`config.mk`:
```
export PLATFORM = sky130hd
export DESIGN_NAME = ex_muldiv_unit_flat
export DESIGN_NICKNAME = d
export VERILOG_FILES = /design/src/rtl/ex_muldiv_unit_if.sv /design/src/rtl/ex_muldiv_unit.sv /design/src/flat_wrapper.sv
export SDC_FILE = /design/constraint.sdc
export NUM_CORES = 1
export LEC_CHECK = 0
export ABC_CLOCK_PERIOD_IN_PS = 7900
export BUFFER_PORTS_ARGS = -buffer_cell sky130_fd_sc_hd__buf_4
export CAP_MARGIN = 20
export CORE_MARGIN = 3
export CORE_UTILIZATION = 30
export DETAILED_ROUTE_END_ITERATION = 8
export GPL_TIMING_DRIVEN = 0
export HOLD_SLACK_MARGIN = 0.15
export PLACE_DENSITY_LB_ADDON = 0.25
export SLEW_MARGIN = 0
export SYNTH_ARGS = -nofsm -noshare
export SYNTH_HDL_FRONTEND = slang
export SYNTH_SLANG_ARGS = --single-unit
export TNS_END_PERCENT = 100
```
`constraint.sdc`:
```
create_clock -name clk_i -period 7.9 [get_ports clk_i]
set_input_delay 0.395 -clock clk_i [delete_from_list [all_inputs] [get_ports clk_i]]
set_output_delay 0.395 -clock clk_i [all_outputs]
set_load 0.03 [all_outputs]
```
`src/rtl/ex_muldiv_unit_if.sv`:
```
// Pipeline-side bundle for the EX-stage RV32M multiply/divide unit.
// master = ID/EX pipeline driver, slave = ex_muldiv_unit.
interface ex_muldiv_unit_if #(
  parameter int unsigned WIDTH = 32
);
  logic             start_i;
  logic [2:0]       funct3_i;
  logic [WIDTH-1:0] op1_i;
  logic [WIDTH-1:0] op2_i;
  logic [4:0]       rd_i;
  logic             flush_i;
  logic             stall_o;
  logic             done_o;
  logic [WIDTH-1:0] result_o;
  logic [4:0]       rd_o;

  modport master (
    output start_i, funct3_i, op1_i, op2_i, rd_i, flush_i,
    input  stall_o, done_o, result_o, rd_o
  );

  modport slave (
    input  start_i, funct3_i, op1_i, op2_i, rd_i, flush_i,
    output stall_o, done_o, result_o, rd_o
  );
endinterface

```
`src/rtl/ex_muldiv_unit.sv`:
```
// Iterative RV32M multiply/divide engine (shift-add / restoring divide) for the EX stage.
// Optional single-cycle multiplier: define MULDIV_FAST_MUL_EN.
module ex_muldiv_unit #(
  parameter int unsigned WIDTH = 32,
  parameter int unsigned CNT_W = 6
) (
  input  logic             clk_i,
  input  logic             rst_n_i,
  ex_muldiv_unit_if.slave  bus
);

  localparam int unsigned PW = 2 * WIDTH;
  localparam logic [1:0] S_IDLE = 2'd0;
  localparam logic [1:0] S_CALC = 2'd1;
  localparam logic [1:0] S_DONE = 2'd2;
  localparam logic [WIDTH-1:0] MIN_NEG = {1'b1, {(WIDTH-1){1'b0}}};

  logic [1:0]       state_q, state_d;
  logic [CNT_W-1:0] cnt_q, cnt_d;
  logic [2:0]       f3_q, f3_d;
  logic [4:0]       rd_q, rd_d;
  logic             neg_q, neg_d;
  logic [PW-1:0]    prod_q, prod_d;
  logic [WIDTH-1:0] mcand_q, mcand_d;
  logic             done_q, done_d;
  logic [WIDTH-1:0] result_q, result_d;
  logic [4:0]       rd_out_q, rd_out_d;
  logic             stall_c;

  // Operand decode for the instruction sitting in ID/EX
  logic [2:0]       f3_in;
  logic             is_div, sgn1, sgn2, a_neg, b_neg, div_zero, div_ovf, special, neg_start;
  logic [WIDTH-1:0] mag1, mag2, special_res;

  always_comb begin
    f3_in     = bus.funct3_i;
    is_div    = f3_in[2];
    sgn1      = (f3_in == 3'd1) || (f3_in == 3'd2) || (f3_in == 3'd4) || (f3_in == 3'd6);
    sgn2      = (f3_in == 3'd1) || (f3_in == 3'd4) || (f3_in == 3'd6);
    a_neg     = sgn1 & bus.op1_i[WIDTH-1];
    b_neg     = sgn2 & bus.op2_i[WIDTH-1];
    mag1      = a_neg ? (~bus.op1_i + WIDTH'(1)) : bus.op1_i;
    mag2      = b_neg ? (~bus.op2_i + WIDTH'(1)) : bus.op2_i;
    div_zero  = (bus.op2_i == '0);
    div_ovf   = ((f3_in == 3'd4) || (f3_in == 3'd6)) && (bus.op1_i == MIN_NEG) && (bus.op2_i == '1);
    special   = is_div & (div_zero | div_ovf);
    // Remainder follows the dividend; everything else follows the sign product
    neg_start = (is_div && f3_in[1]) ? a_neg : (a_neg ^ b_neg);
    if (div_zero) special_res = f3_in[1] ? bus.op1_i : '1;
    else          special_res = f3_in[1] ? '0 : MIN_NEG;
  end

  // One iteration of the datapath, plus the finished result it implies
  logic [WIDTH:0]   mul_sum, div_shift;
  logic             div_ge;
  logic [PW-1:0]    step_next, mul_full;
  logic [WIDTH-1:0] quo, rem, final_res;

  always_comb begin
    mul_sum   = {1'b0, prod_q[PW-1:WIDTH]} + (prod_q[0] ? {1'b0, mcand_q} : '0);
    div_shift = {prod_q[PW-1:WIDTH], prod_q[WIDTH-1]};
    div_ge    = (div_shift >= {1'b0, mcand_q});
    if (f3_q[2]) begin
      step_next[PW-1:WIDTH] = div_ge ? WIDTH'(div_shift - {1'b0, mcand_q}) : div_shift[WIDTH-1:0];
      step_next[WIDTH-1:0]  = {prod_q[WIDTH-2:0], div_ge};
    end else begin
      step_next = {mul_sum, prod_q[WIDTH-1:1]};
    end
    mul_full = neg_q ? (~step_next + PW'(1)) : step_next;
    quo      = step_next[WIDTH-1:0];
    rem      = step_next[PW-1:WIDTH];
    case (f3_q)
      3'd0:          final_res = mul_full[WIDTH-1:0];
      3'd1, 3'd2,
      3'd3:          final_res = mul_full[PW-1:WIDTH];
      3'd4, 3'd5:    final_res = neg_q ? (~quo + WIDTH'(1)) : quo;
      default:       final_res = neg_q ? (~rem + WIDTH'(1)) : rem;
    endcase
  end

`ifdef MULDIV_FAST_MUL_EN
  logic [PW-1:0]    fast_prod, fast_full;
  logic [WIDTH-1:0] fast_res;

  always_comb begin
    fast_prod = PW'(mag1) * PW'(mag2);
    fast_full = neg_start ? (~fast_prod + PW'(1)) : fast_prod;
    fast_res  = (f3_in[1:0] == 2'd0) ? fast_full[WIDTH-1:0] : fast_full[PW-1:WIDTH];
  end
`endif

  // Next-state and datapath update
  always_comb begin
    state_d  = state_q;
    cnt_d    = cnt_q;
    f3_d     = f3_q;
    rd_d     = rd_q;
    neg_d    = neg_q;
    prod_d   = prod_q;
    mcand_d  = mcand_q;
    done_d   = 1'b0;
    result_d = result_q;
    rd_out_d = rd_out_q;
    stall_c  = 1'b0;
    case (state_q)
      S_IDLE: begin
        if (bus.start_i && !bus.flush_i) begin
          stall_c = 1'b1;
          f3_d    = f3_in;
          rd_d    = bus.rd_i;
          neg_d   = neg_start;
          cnt_d   = '0;
          if (special) begin
            state_d  = S_DONE;
            done_d   = 1'b1;
            result_d = special_res;
            rd_out_d = bus.rd_i;
          end
`ifdef MULDIV_FAST_MUL_EN
          else if (!is_div) begin
            state_d  = S_DONE;
            done_d   = 1'b1;
            result_d = fast_res;
            rd_out_d = bus.rd_i;
          end
`endif
          else begin
            state_d = S_CALC;
            mcand_d = mag2;
            prod_d  = {{WIDTH{1'b0}}, mag1};
          end
        end
      end
      S_CALC: begin
        stall_c = 1'b1;
        if (bus.flush_i) begin
          state_d = S_IDLE;
        end else begin
          prod_d = step_next;
          cnt_d  = cnt_q + CNT_W'(1);
          if (cnt_q == CNT_W'(WIDTH - 1)) begin
            state_d  = S_DONE;
            done_d   = 1'b1;
            result_d = final_res;
            rd_out_d = rd_q;
          end
        end
      end
      S_DONE:  state_d = S_IDLE;
      default: state_d = S_IDLE;
    endcase
  end

  always_ff @(posedge clk_i or negedge rst_n_i) begin
    if (!rst_n_i) begin
      state_q  <= S_IDLE;
      cnt_q    <= '0;
      f3_q     <= '0;
      rd_q     <= '0;
      neg_q    <= 1'b0;
      prod_q   <= '0;
      mcand_q  <= '0;
      done_q   <= 1'b0;
      result_q <= '0;
      rd_out_q <= '0;
    end else begin
      state_q  <= state_d;
      cnt_q    <= cnt_d;
      f3_q     <= f3_d;
      rd_q     <= rd_d;
      neg_q    <= neg_d;
      prod_q   <= prod_d;
      mcand_q  <= mcand_d;
      done_q   <= done_d;
      result_q <= result_d;
      rd_out_q <= rd_out_d;
    end
  end

  assign bus.stall_o  = stall_c;
  assign bus.done_o   = done_q;
  assign bus.result_o = result_q;
  assign bus.rd_o     = rd_out_q;

endmodule

```
`src/flat_wrapper.sv`:
```
// flat-port wrapper written by rule: the top's interface ports become plain ports
module ex_muldiv_unit_flat 
#(
  parameter int unsigned WIDTH = 32,
  parameter int unsigned CNT_W = 6
)
  (clk_i, rst_n_i, bus_start_i, bus_funct3_i, bus_op1_i, bus_op2_i, bus_rd_i, bus_flush_i, bus_stall_o, bus_done_o, bus_result_o, bus_rd_o);
  ex_muldiv_unit_if #(.WIDTH(WIDTH)) bus_i ();
  input  logic clk_i;
  input  logic rst_n_i;
  input wire logic [$bits(bus_i.start_i)-1:0] bus_start_i;
  input wire logic [$bits(bus_i.funct3_i)-1:0] bus_funct3_i;
  input wire logic [$bits(bus_i.op1_i)-1:0] bus_op1_i;
  input wire logic [$bits(bus_i.op2_i)-1:0] bus_op2_i;
  input wire logic [$bits(bus_i.rd_i)-1:0] bus_rd_i;
  input wire logic [$bits(bus_i.flush_i)-1:0] bus_flush_i;
  output wire logic [$bits(bus_i.stall_o)-1:0] bus_stall_o;
  output wire logic [$bits(bus_i.done_o)-1:0] bus_done_o;
  output wire logic [$bits(bus_i.result_o)-1:0] bus_result_o;
  output wire logic [$bits(bus_i.rd_o)-1:0] bus_rd_o;
  assign bus_i.start_i = bus_start_i;
  assign bus_i.funct3_i = bus_funct3_i;
  assign bus_i.op1_i = bus_op1_i;
  assign bus_i.op2_i = bus_op2_i;
  assign bus_i.rd_i = bus_rd_i;
  assign bus_i.flush_i = bus_flush_i;
  assign bus_stall_o = bus_i.stall_o;
  assign bus_done_o = bus_i.done_o;
  assign bus_result_o = bus_i.result_o;
  assign bus_rd_o = bus_i.rd_o;
  ex_muldiv_unit #(.WIDTH(WIDTH), .CNT_W(CNT_W)) u_core (.clk_i(clk_i), .rst_n_i(rst_n_i), .bus(bus_i));
endmodule
```
### Word level (Yosys, flattened, before mapping)

Index checks and enable logic that the tools add are counted.

| cells by class | value |
|---|---|
| add/subtract/negate cells | 8 |
| $lt $le $gt $ge | 1 |
| eq/ne operators | 19 |
| muxes and demuxes | 42 |
| bitwise operators | 11 |
| reduce and logical (&&, ||, !) cells | 23 |

Operator list:

| kind | count |
|---|---|
| 2-to-1 mux 32 bit | 13 |
| 2-to-1 mux 64 bit | 5 |
| adder 32 x 1 -> 32 bit (second input constant) | 4 |
| inverter 32 bit | 4 |
| case mux 64 bit (2 select lines) | 1 |
| case mux 32 bit (3 select lines) | 1 |
| adder 64 x 1 -> 64 bit (second input constant) | 1 |
| == test 32 bit (second input constant) | 2 |
| inverter 64 bit | 1 |
| case mux 32 bit (2 select lines) | 1 |
| adder 32 x 32 -> 33 bit | 1 |
| greater-or-equal comparator 33 x 32 -> 1 bit | 1 |
| logical NOT 32 bit | 1 |
| subtractor 32 bit | 1 |
| 2-to-1 mux 5 bit | 4 |
| == test 3 bit (second input constant) | 4 |
| 2-to-1 mux 6 bit | 2 |
| case mux 6 bit (2 select lines) | 1 |
| case mux 5 bit (2 select lines) | 1 |
| == test 3 x 2 -> 1 bit (second input constant) | 3 |
| 2-to-1 mux 2 bit | 4 |
| adder 6 x 1 -> 6 bit (second input constant) | 1 |
| == test 3 x 1 -> 1 bit (second input constant) | 2 |
| == test 6 x 5 -> 1 bit (second input constant) | 1 |
| other kinds (23) | 44 |

| word-level totals | value |
|---|---|
| flip-flop bits (word level) | 151 |
| input port bits | 76 |
| output and inout port bits | 39 |
| logic and storage cells | 114 |

### Longest topological paths before layout

Gate-level depths: netlist of the first run.

| logic depth | value |
|---|---|
| depth after elaboration | 10 |
| mapped depth | 27 |
| mapped depth without buffers | 22 |

### Least setup slack after synthesis of the first run

No wires, ideal clock.

| timing | value |
|---|---|
| path kind | register to register |
| from | register u_core.f3_q[2] |
| to | register u_core.result_q[28], in the netlist u_core.bus.result_o[28] |
| library setup time | 0.135 ns |
| arrival time | 5.292 ns |
| required time | 7.765 ns |
| setup slack | 2.473 ns |
| cell stages (with the launch flop) | 25 |
| path buffers | 11 |
| clock period less this slack | 5.427 ns |
| cells stage by stage | dfrtp_1 > buf_2 > buf_2 > buf_2 > buf_2 > buf_2 > buf_2 > buf_2 > buf_2 > buf_1 > mux2i_1 > ha_1 > o211ai_1 > nand2b_1 > or2_2 > or2_2 > clkbuf_1 > or2_2 > clkbuf_1 > nor4_1 > nand4b_1 > o21ai_1 > xnor2_1 > a221oi_1 > o21ai_0 |

| between the ends | value |
|---|---|
| cells in the longest elaborated chain, start to end | 8 |
| elaborated cells on any way between the ends | 22 |
| classes of those cells | add/sub (3); eq/ne (5); mux (8); bitwise (3); reduce/logical (3) |

RTL lines:

| item | RTL line | RTL |
|---|---|---|
| start: declaration | ex_muldiv_unit.sv:20 | `logic [2:0] f3_q, f3_d;` |
| start signal: assignment | ex_muldiv_unit.sv:158 | `f3_q <= '0;` |
| start signal: assignment | ex_muldiv_unit.sv:169 | `f3_q <= f3_d;` |
| 2-to-1 mux 64 bit | ex_muldiv_unit.sv:63 | `if (f3_q[2]) begin` |
| inverter 64 bit (tied with other cells) | ex_muldiv_unit.sv:69 | `mul_full = neg_q ? (~step_next + PW'(1)) : step_next;` |
| adder 64 x 1 -> 64 bit (tied with other cells) | ex_muldiv_unit.sv:69 |  |
| 2-to-1 mux 64 bit (tied with other cells) | ex_muldiv_unit.sv:69 |  |
| case mux 32 bit (3 select lines) (*) | ex_muldiv_unit.sv:72 | `case (f3_q)` |
| 2-to-1 mux 32 bit (*) | ex_muldiv_unit.sv:141 | `if (cnt_q == CNT_W'(WIDTH - 1)) begin` |
| 2-to-1 mux 32 bit (*) | ex_muldiv_unit.sv:136 | `if (bus.flush_i) begin` |
| case mux 32 bit (2 select lines) (*) | ex_muldiv_unit.sv:105 | `case (state_q)` |
| end signal: assignment | ex_muldiv_unit.sv:175 | `result_q <= result_d;` |
| end: declaration | ex_muldiv_unit.sv:26 | `logic [WIDTH-1:0] result_q, result_d;` |

Every way passes the cells marked *; elsewhere a longest branch is shown, timed or not. The select of a mux whose other input is x is not followed.
A chain may end at the register's enable or synchronous reset.

### Worst setup path in the final report of the first run

| timing | value |
|---|---|
| from | register u_core.f3_q[2] |
| to | register u_core.result_q[26], in the netlist u_core.bus.result_o[26] |

Same word-level chain as after synthesis.

==> flow_summary.toml, run 1 <==
[outcome]
status = "complete, no violations"

[clocking]
clock_path_buffers = 2
cts_tree = "yes"
clkTransAtPathRegs_ps = 80
clockRootBuffer = "clkbuf_16"
cts_setup_buffers = 0
cts_num_sinks = 151
cts_buffers = 17
htreeDepth = 4
clkLatencyLatePin_ps = 490

[die]
start_util = 0.306
die_w_um = 231
die_y_um = 231
rows = 81
dieArea_mm2 = 0.0532
coreArea_mm2 = 0.0495
io_pins = 115

[timing]
fmax_ghz = 0.132
whs_ps = 185
fin_worst_skew_ps = 17.3
finalMaxSlewViolations = 0
worstMarginPinSlew_ps = 1050
period_share = 0.961
max-slew-margin-rel = 0.296
final.min_clock_period_ps = 7600
rsz0062_at_grt = "no"
setup_violations = 0
final_hold_viol_count = 0

[logic_synthesis]
syn_inst = 2050
synth_edf_count = 0
yosys_warnings = 0
syn_nets = 2198
synthesis.area_mm2 = 0.0152
synthDistinctLibCells = 97
yosysSeqAreaShare = 0.249
ys_ff_latch = 151
syn_area_per_cell_um2 = 7.39
synth_ff_type = "dfrtp_1"
async_flop_share = 1.00

[layout]
fillCellCount = 5417
nets = 2341
final_area_mm2 = 0.0176
layout-drive-gt1-share = 0.107
syn2layout_area_growth_pct = 15.8
fin_cells = 2869
antennaDiodeCount = 0

[global_routing]
gr-total-overflow = 0
antenna_found_initial = 1
grt_pass1_wl_mm = 99.4
grt_pass1_vias = 15863
met3_usage = 0.0320
grt_max_degree = 80
track_usage = 0.246
use_met2 = 0.377
gr-max-usage-layer = "met2"
grtUsageMet1 = 0.352

[routing]
wl_per_cell_um = 23.2
via_per_inst = 5.76
drtPass1Iterations = 6
vias = 16521
routed_wl_mm = 66.5
drc = 0
ant_nets = 0
drt_iter0_drc = 1691

[worst_setup_path]
cp.arrival_ps = 7930
r2r-end = "u_core.bus.result_o[26]$_DFFE_PN0P_"
critical_path.top_delay_family = "buffers and inverters"
critPathLaunch = "u_core.f3_q[2]$_DFFE_PN0P_"
slowest_stage = "dfrtp_1"
slowest_delay_ps = 460
critPathBufInv = 11
worst_setup_path_end_kind = "flop"
cp_common_cell = "clkbuf_4"
endpoint = "u_core.bus.result_o[26]$_DFFE_PN0P_"
cp.required_ps = 8230
criticalPathCategory = "reg2reg"
r2r-start = "u_core.f3_q[2]$_DFFE_PN0P_"
critPathLaunchType = "flop"
crit_chain = "clkbuf_4 -> clkbuf_4 -> buf_2 -> clkbuf_4 -> clkbuf_4 -> buf_2 -> clkbuf_4 -> buf_4 -> buf_4 -> mux2i_1 -> ha_1 -> o211ai_1 -> nand2b_1 -> or2_2 -> or2_2 -> clkbuf_1 -> or2_2 -> clkbuf_1 -> nor4_4 -> nand4b_1 -> o21ai_0 -> xnor2_1 -> a21oi_1 -> o31ai_1"
path_depth = 24
cp_max_fo = 10
rr_worst_depth = 24
r2r_slack_ps = 300

[pwr]
switching_share = 0.525
power.density_mw_per_mm2 = 295
p_leak_nw = 7.19
ir_drop_mv = 0.180
clkPwrFrac = 0.159
seqPwrFrac = 0.207
pwr-share-comb = 0.634
p_sw_mw = 2.72
p_int_mw = 2.46

[placement]
dp_hpwl_mm = 53.8
io_buffers = 114
dp_cells = 2831
post_dp_cell_area_mm2 = 0.0169
gp_congestion = 0.981

[flow_run]
drv_cap = 0

[min_path]
holdCritPathClass = "in2reg"
==> through the flow <==
stage / total power [mW] / TNS [ps] / worst slack (ps) / utilization
floorplan: 3.23 / 0 / 2470 / -
global placement: 4.26 / -2430 / -841 / 0.341
detailed placement: 4.26 / -2330 / -803 / 0.341
CTS: 5.11 / 0 / 32.9 / 0.355
global route: 5.52 / 0 / 12.8 / 0.355
finish: 5.18 / 0 / 305 / 0.355
==> final cells by class <==
class,instances,area (um2),area share
clock buffer,19,443,0.0252
multi-input combinational,1715,10700,0.607
inverter,71,267,0.0152
buffer,113,488,0.0278
tap,664,831,0.0473
sequential,151,3780,0.215
clock inverter,12,120,0.00684
timing repair buffer,124,973,0.0554
==> logic make-up (layout without fill, tap and decap cells) <==
logic type,count (synthesis),count (layout),share of synthesized area
adders and majority gates,72,72,0.0604
xor gates and xnor gates,159,159,0.0919
and+or+nand+nor,736,736,0.232
AOI/OAI and AO/OA,697,697,0.282
DFF,151,151,0.249
buffers and inverters,184,339,0.0485
muxes,51,51,0.0356
==> synthesized netlist by cell type, types with 19 or more instances <==
cell type,number,share of area
buf_2,20,0.0066
nor2_1,187,0.046
nand3_1,22,0.0073
xnor2_1,92,0.053
nand2_1,255,0.063
o21ai_1,20,0.0066
nand2b_1,24,0.0099
o211ai_1,22,0.011
xor2_1,67,0.039
mux2_2,19,0.014
nor3_1,50,0.017
ha_1,70,0.058
or3_1,21,0.0087
dfrtp_1,151,0.25
inv_1,69,0.017
a21oi_1,190,0.063
mux2i_1,30,0.020
o21ai_0,236,0.078
clkbuf_1,79,0.020
a31oi_1,33,0.014
nand4_1,29,0.012
o31ai_1,31,0.015
and2_1,37,0.015
==> timing repair <==
| action | CTS | global route |
|---|---|---|
| hold buffers | 7 | 0 |
| gates resized for setup | 7 | 6 |
| pin swaps | 0 | 1 |
| setup endpoints to repair | 4 | 4 |
| endpoints found under the hold margin | 78 | 0 |
==> power by group through the flow <==
stage / sequential [mW] / clock (mW) / combinational, mW
detailed placement: 1.08 / 0 / 3.18
global placement: 1.08 / 0 / 3.18
global route: 1.08 / 0.867 / 3.57
finish: 1.07 / 0.826 / 3.28
CTS: 1.07 / 0.838 / 3.21
floorplan: 1.00 / 0 / 2.22
==> how the worst min path moves through the flow <==
stage / from / end / slack (ps) / depth (start not counted)
4_1_cts: bus_op2_i[0] / u_core.mcand_q[0]$_DFFE_PN0P_ / 170 / 2
6_report: bus_op2_i[0] / u_core.mcand_q[0]$_DFFE_PN0P_ / 180 / 2
3_3_place_gp: u_core.rd_q[1]$_DFFE_PN0P_ / u_core.rd_q[1]$_DFFE_PN0P_ / 490 / 1
5_1_grt: bus_op2_i[0] / u_core.mcand_q[0]$_DFFE_PN0P_ / 200 / 2
3_5_place_dp: rst_n_i / u_core.prod_q[23]$_DFFE_PN0P_ / 410 / 1
2_1_floorplan: rst_n_i / u_core.bus.done_o$_DFF_PN0_ / 100 / 0
==> state kept, by name (all words and copies together), names as in the netlist <==
signal / cells
u_core.f3_q: 3
u_core.neg_q: 1
u_core.bus.rd_o: 5
u_core.mcand_q: 32
u_core.rd_q: 5
u_core.state_q: 2
u_core.cnt_q: 6
u_core.bus.result_o: 32
u_core.prod_q: 64
u_core.bus.done_o: 1
==> layer usage <==
metal  part of all wire  up-vias  wire [um]
met5                  0        -          0
met4              0.037        0       2440
met3              0.067      107       4440
met2               0.43      633      28900
met1               0.46     8084      30700
li1                   -     7697          -
==> placed cells by master, fill, tap and decap left out, types with 22 or more instances in the layout <==
master,Yosys,final
nand2_1,255,255
clkbuf_1,79,80
o31ai_1,31,31
ha_1,70,70
nand3_1,22,22
nor3_1,50,50
xor2_1,67,67
nor2_1,187,187
mux2i_1,30,30
dfrtp_1,151,151
o211ai_1,22,22
inv_1,69,69
nand4_1,29,29
nand2b_1,24,24
a31oi_1,33,33
a21oi_1,190,190
buf_4,1,117
and2_1,37,37
o21ai_0,236,236
xnor2_1,92,92
Power figures use the tool's default switching activity.
==> run 2: changes to the inputs <==
--- a/config.mk
+++ b/config.mk
@@ -6,11 +6,11 @@
 export NUM_CORES = 1
 export LEC_CHECK = 0
 export ABC_CLOCK_PERIOD_IN_PS = 7900
-export BUFFER_PORTS_ARGS = -buffer_cell sky130_fd_sc_hd__buf_4
 export CAP_MARGIN = 20
 export CORE_MARGIN = 3
-export CORE_UTILIZATION = 30
+export CORE_UTILIZATION = 35
 export DETAILED_ROUTE_END_ITERATION = 8
+export DONT_BUFFER_PORTS = 1
 export GPL_TIMING_DRIVEN = 0
 export HOLD_SLACK_MARGIN = 0.15
 export PLACE_DENSITY_LB_ADDON = 0.25
==> flow_summary.toml, run 2 (same netlist as run 1, synthesis figures left out) <==
[min_path]
hold_depth = 3
min_to = "u_core.mcand_q[3]$_DFFE_PN0P_"
holdCritPathClass = "in2reg"
worstHoldStart = "bus_op2_i[3]"

[global_routing]
grt_pass1_vias = 15426
grt_max_degree = 152
antenna_found_initial = 0
track_usage = 0.279
gr-total-overflow = 0
grt_pass1_wl_mm = 97.5

[die]
die_y_um = 214
rows = 75
io_pins = 115
coreArea_mm2 = 0.0423
dieArea_mm2 = 0.0458
die_w_um = 214
start_util = 0.358

[worst_setup_path]
cp.required_ps = 8240
cp_max_fo = 10
critPathLaunchType = "flop"
rr_worst_depth = 24
cp.arrival_ps = 7870
r2r_slack_ps = 370
r2r-start = "u_core.f3_q[2]$_DFFE_PN0P_"
criticalPathCategory = "reg2reg"
worst_setup_path_end_kind = "flop"
r2r-end = "u_core.bus.result_o[28]$_DFFE_PN0P_"

[pwr]
p_sw_mw = 2.70
switching_share = 0.521
seqPwrFrac = 0.207
ir_drop_mv = 0.183
p_leak_nw = 6.80
power.density_mw_per_mm2 = 306
pwr-share-comb = 0.624
p_int_mw = 2.48
clkPwrFrac = 0.169

[layout]
final_common_cell = "nand2_1"
top_register = "u_core.prod_q"
fillCellCount = 4466
final_area_mm2 = 0.0169
syn2layout_area_growth_pct = 11.8
regArea_mm2 = 0.00378
layout-drive-gt1-share = 0.0588
nets = 2260
fin_cells = 2703
largest_register_ffs = 64
multi_input_area_mm2 = 0.0107
final_cell_mix = "255 x nand2_1, 236 x o21ai_0, 190 x a21oi_1"

[clocking]
cts_buffers = 17
clockRootBuffer = "clkbuf_16"
cts_tree = "yes"
cts_num_sinks = 151
clkTransAtPathRegs_ps = 70
clkLatencyLatePin_ps = 500
clock_path_buffers = 2
htreeDepth = 4
cts_setup_buffers = 0

[timing]
max-slew-margin-rel = 0.332
fin_worst_skew_ps = 13.4
setup_violations = 0
final.min_clock_period_ps = 7530
setup_ws_ps = 374
worstMarginPinSlew_ps = 995
rsz0062_at_grt = "no"
tns_ps = 0
whs_ps = 175
final_hold_viol_count = 0
fmax_ghz = 0.133
finalMaxSlewViolations = 0
period_share = 0.953

[routing]
drt_iter0_drc = 1732
via_per_inst = 5.98
ant_nets = 0
drtPass1Iterations = 5
routed_wl_mm = 65.1
vias = 16171
wl_per_cell_um = 24.1
drc = 0

[placement]
post_dp_cell_area_mm2 = 0.0159
dp_slack_ps = -736
io_buffers = 0
dp_cells = 2628
gp_congestion = 0.971
dp_hpwl_mm = 52.0

[flow_run]
drv_cap = 0

[outcome]
status = "complete, no violations"
-- run 2: cell types whose count changed in the layout (fill, tap and decap cells not counted), sizes merged --
cell	change
buf	-114
inv	+8
clkinv	-2
bufinv	+1
dlygate4sd3	+31
diode	+1
clkinvlp	-4
-- run 2: final cells by class --
type	instances	share of cell area
tap	577	0.0426
timing repair buffer	43	0.0255
inverter	71	0.0157
buffer	113	0.0288
sequential	151	0.223
clock inverter	15	0.0103
antenna	1	0.000148
multi-input combinational	1715	0.629
clock buffer	17	0.0251
-- run 2: power groups by stage --
stage / logic [mW] / clock network, mW / registers, mW
6_report: 3.23 / 0.876 / 1.07
3_5_place_dp: 3.10 / 0 / 1.08
5_1_grt: 3.51 / 0.926 / 1.08
2_1_floorplan: 2.22 / 0 / 1.00
3_3_place_gp: 3.09 / 0 / 1.08
4_1_cts: 3.15 / 0.888 / 1.07
-- run 2: worst max path at each step --
stage                                     startpoint                             endpoint  slack (ps)  depth (start not counted)
after floorplan           u_core.f3_q[2]$_DFFE_PN0P_  u_core.bus.result_o[28]$_DFFE_PN0P_        2470                         24
after global placement    u_core.f3_q[2]$_DFFE_PN0P_  u_core.bus.result_o[28]$_DFFE_PN0P_        -720                         24
after detailed placement  u_core.f3_q[2]$_DFFE_PN0P_  u_core.bus.result_o[28]$_DFFE_PN0P_        -740                         24
after CTS                 u_core.f3_q[2]$_DFFE_PN0P_  u_core.bus.result_o[28]$_DFFE_PN0P_          30                         24
after global routing      u_core.f3_q[2]$_DFFE_PN0P_  u_core.bus.result_o[28]$_DFFE_PN0P_           4                         24
final                     u_core.f3_q[2]$_DFFE_PN0P_  u_core.bus.result_o[28]$_DFFE_PN0P_         370                         24
-- run 2: metrics by stage --
| step | power (mW) | utilization |
|---|---|---|
| 3_5_place_dp | 4.18 | 0.375 |
| 4_1_cts | 5.11 | 0.399 |
| 2_1_floorplan | 3.23 | - |
| 6_report | 5.18 | 0.400 |
| 5_1_grt | 5.52 | 0.400 |
| 3_3_place_gp | 4.16 | 0.375 |
-- run 2: repair_timing --
| action | CTS | global route |
|---|---|---|
| pin swaps | 0 | 0 |
| endpoints found under the setup margin | 7 | 7 |
| hold endpoints to repair | 194 | 0 |
| gates resized for setup | 6 | 7 |
| hold buffers | 39 | 0 |
-- run 2: layer usage --
metal	track usage	vias to the layer above	wire length, um
met4	0.0832	0	1670
met1	0.398	7886	30100
li1	-	7541	-
met3	0.0550	85	4810
met2	0.429	659	28600
met5	0	-	0
-- run 2: worst max-delay path, cell delays in order, from the launching register on --
cell and delay (ps):
dfrtp_1 460, clkbuf_4 310, clkbuf_4 300, buf_2 320, clkbuf_4 310, clkbuf_4 330
buf_2 360, clkbuf_4 370, clkbuf_4 360, buf_4 340, mux2i_1 340, ha_1 260
o211ai_1 160, nand2b_1 200, or2_2 350, or2_2 290, clkbuf_1 200, or2_2 330
clkbuf_1 310, nor4_4 430, nand4b_1 230, o21ai_1 210, xnor2_1 80, a221oi_1 370
o21ai_0 120
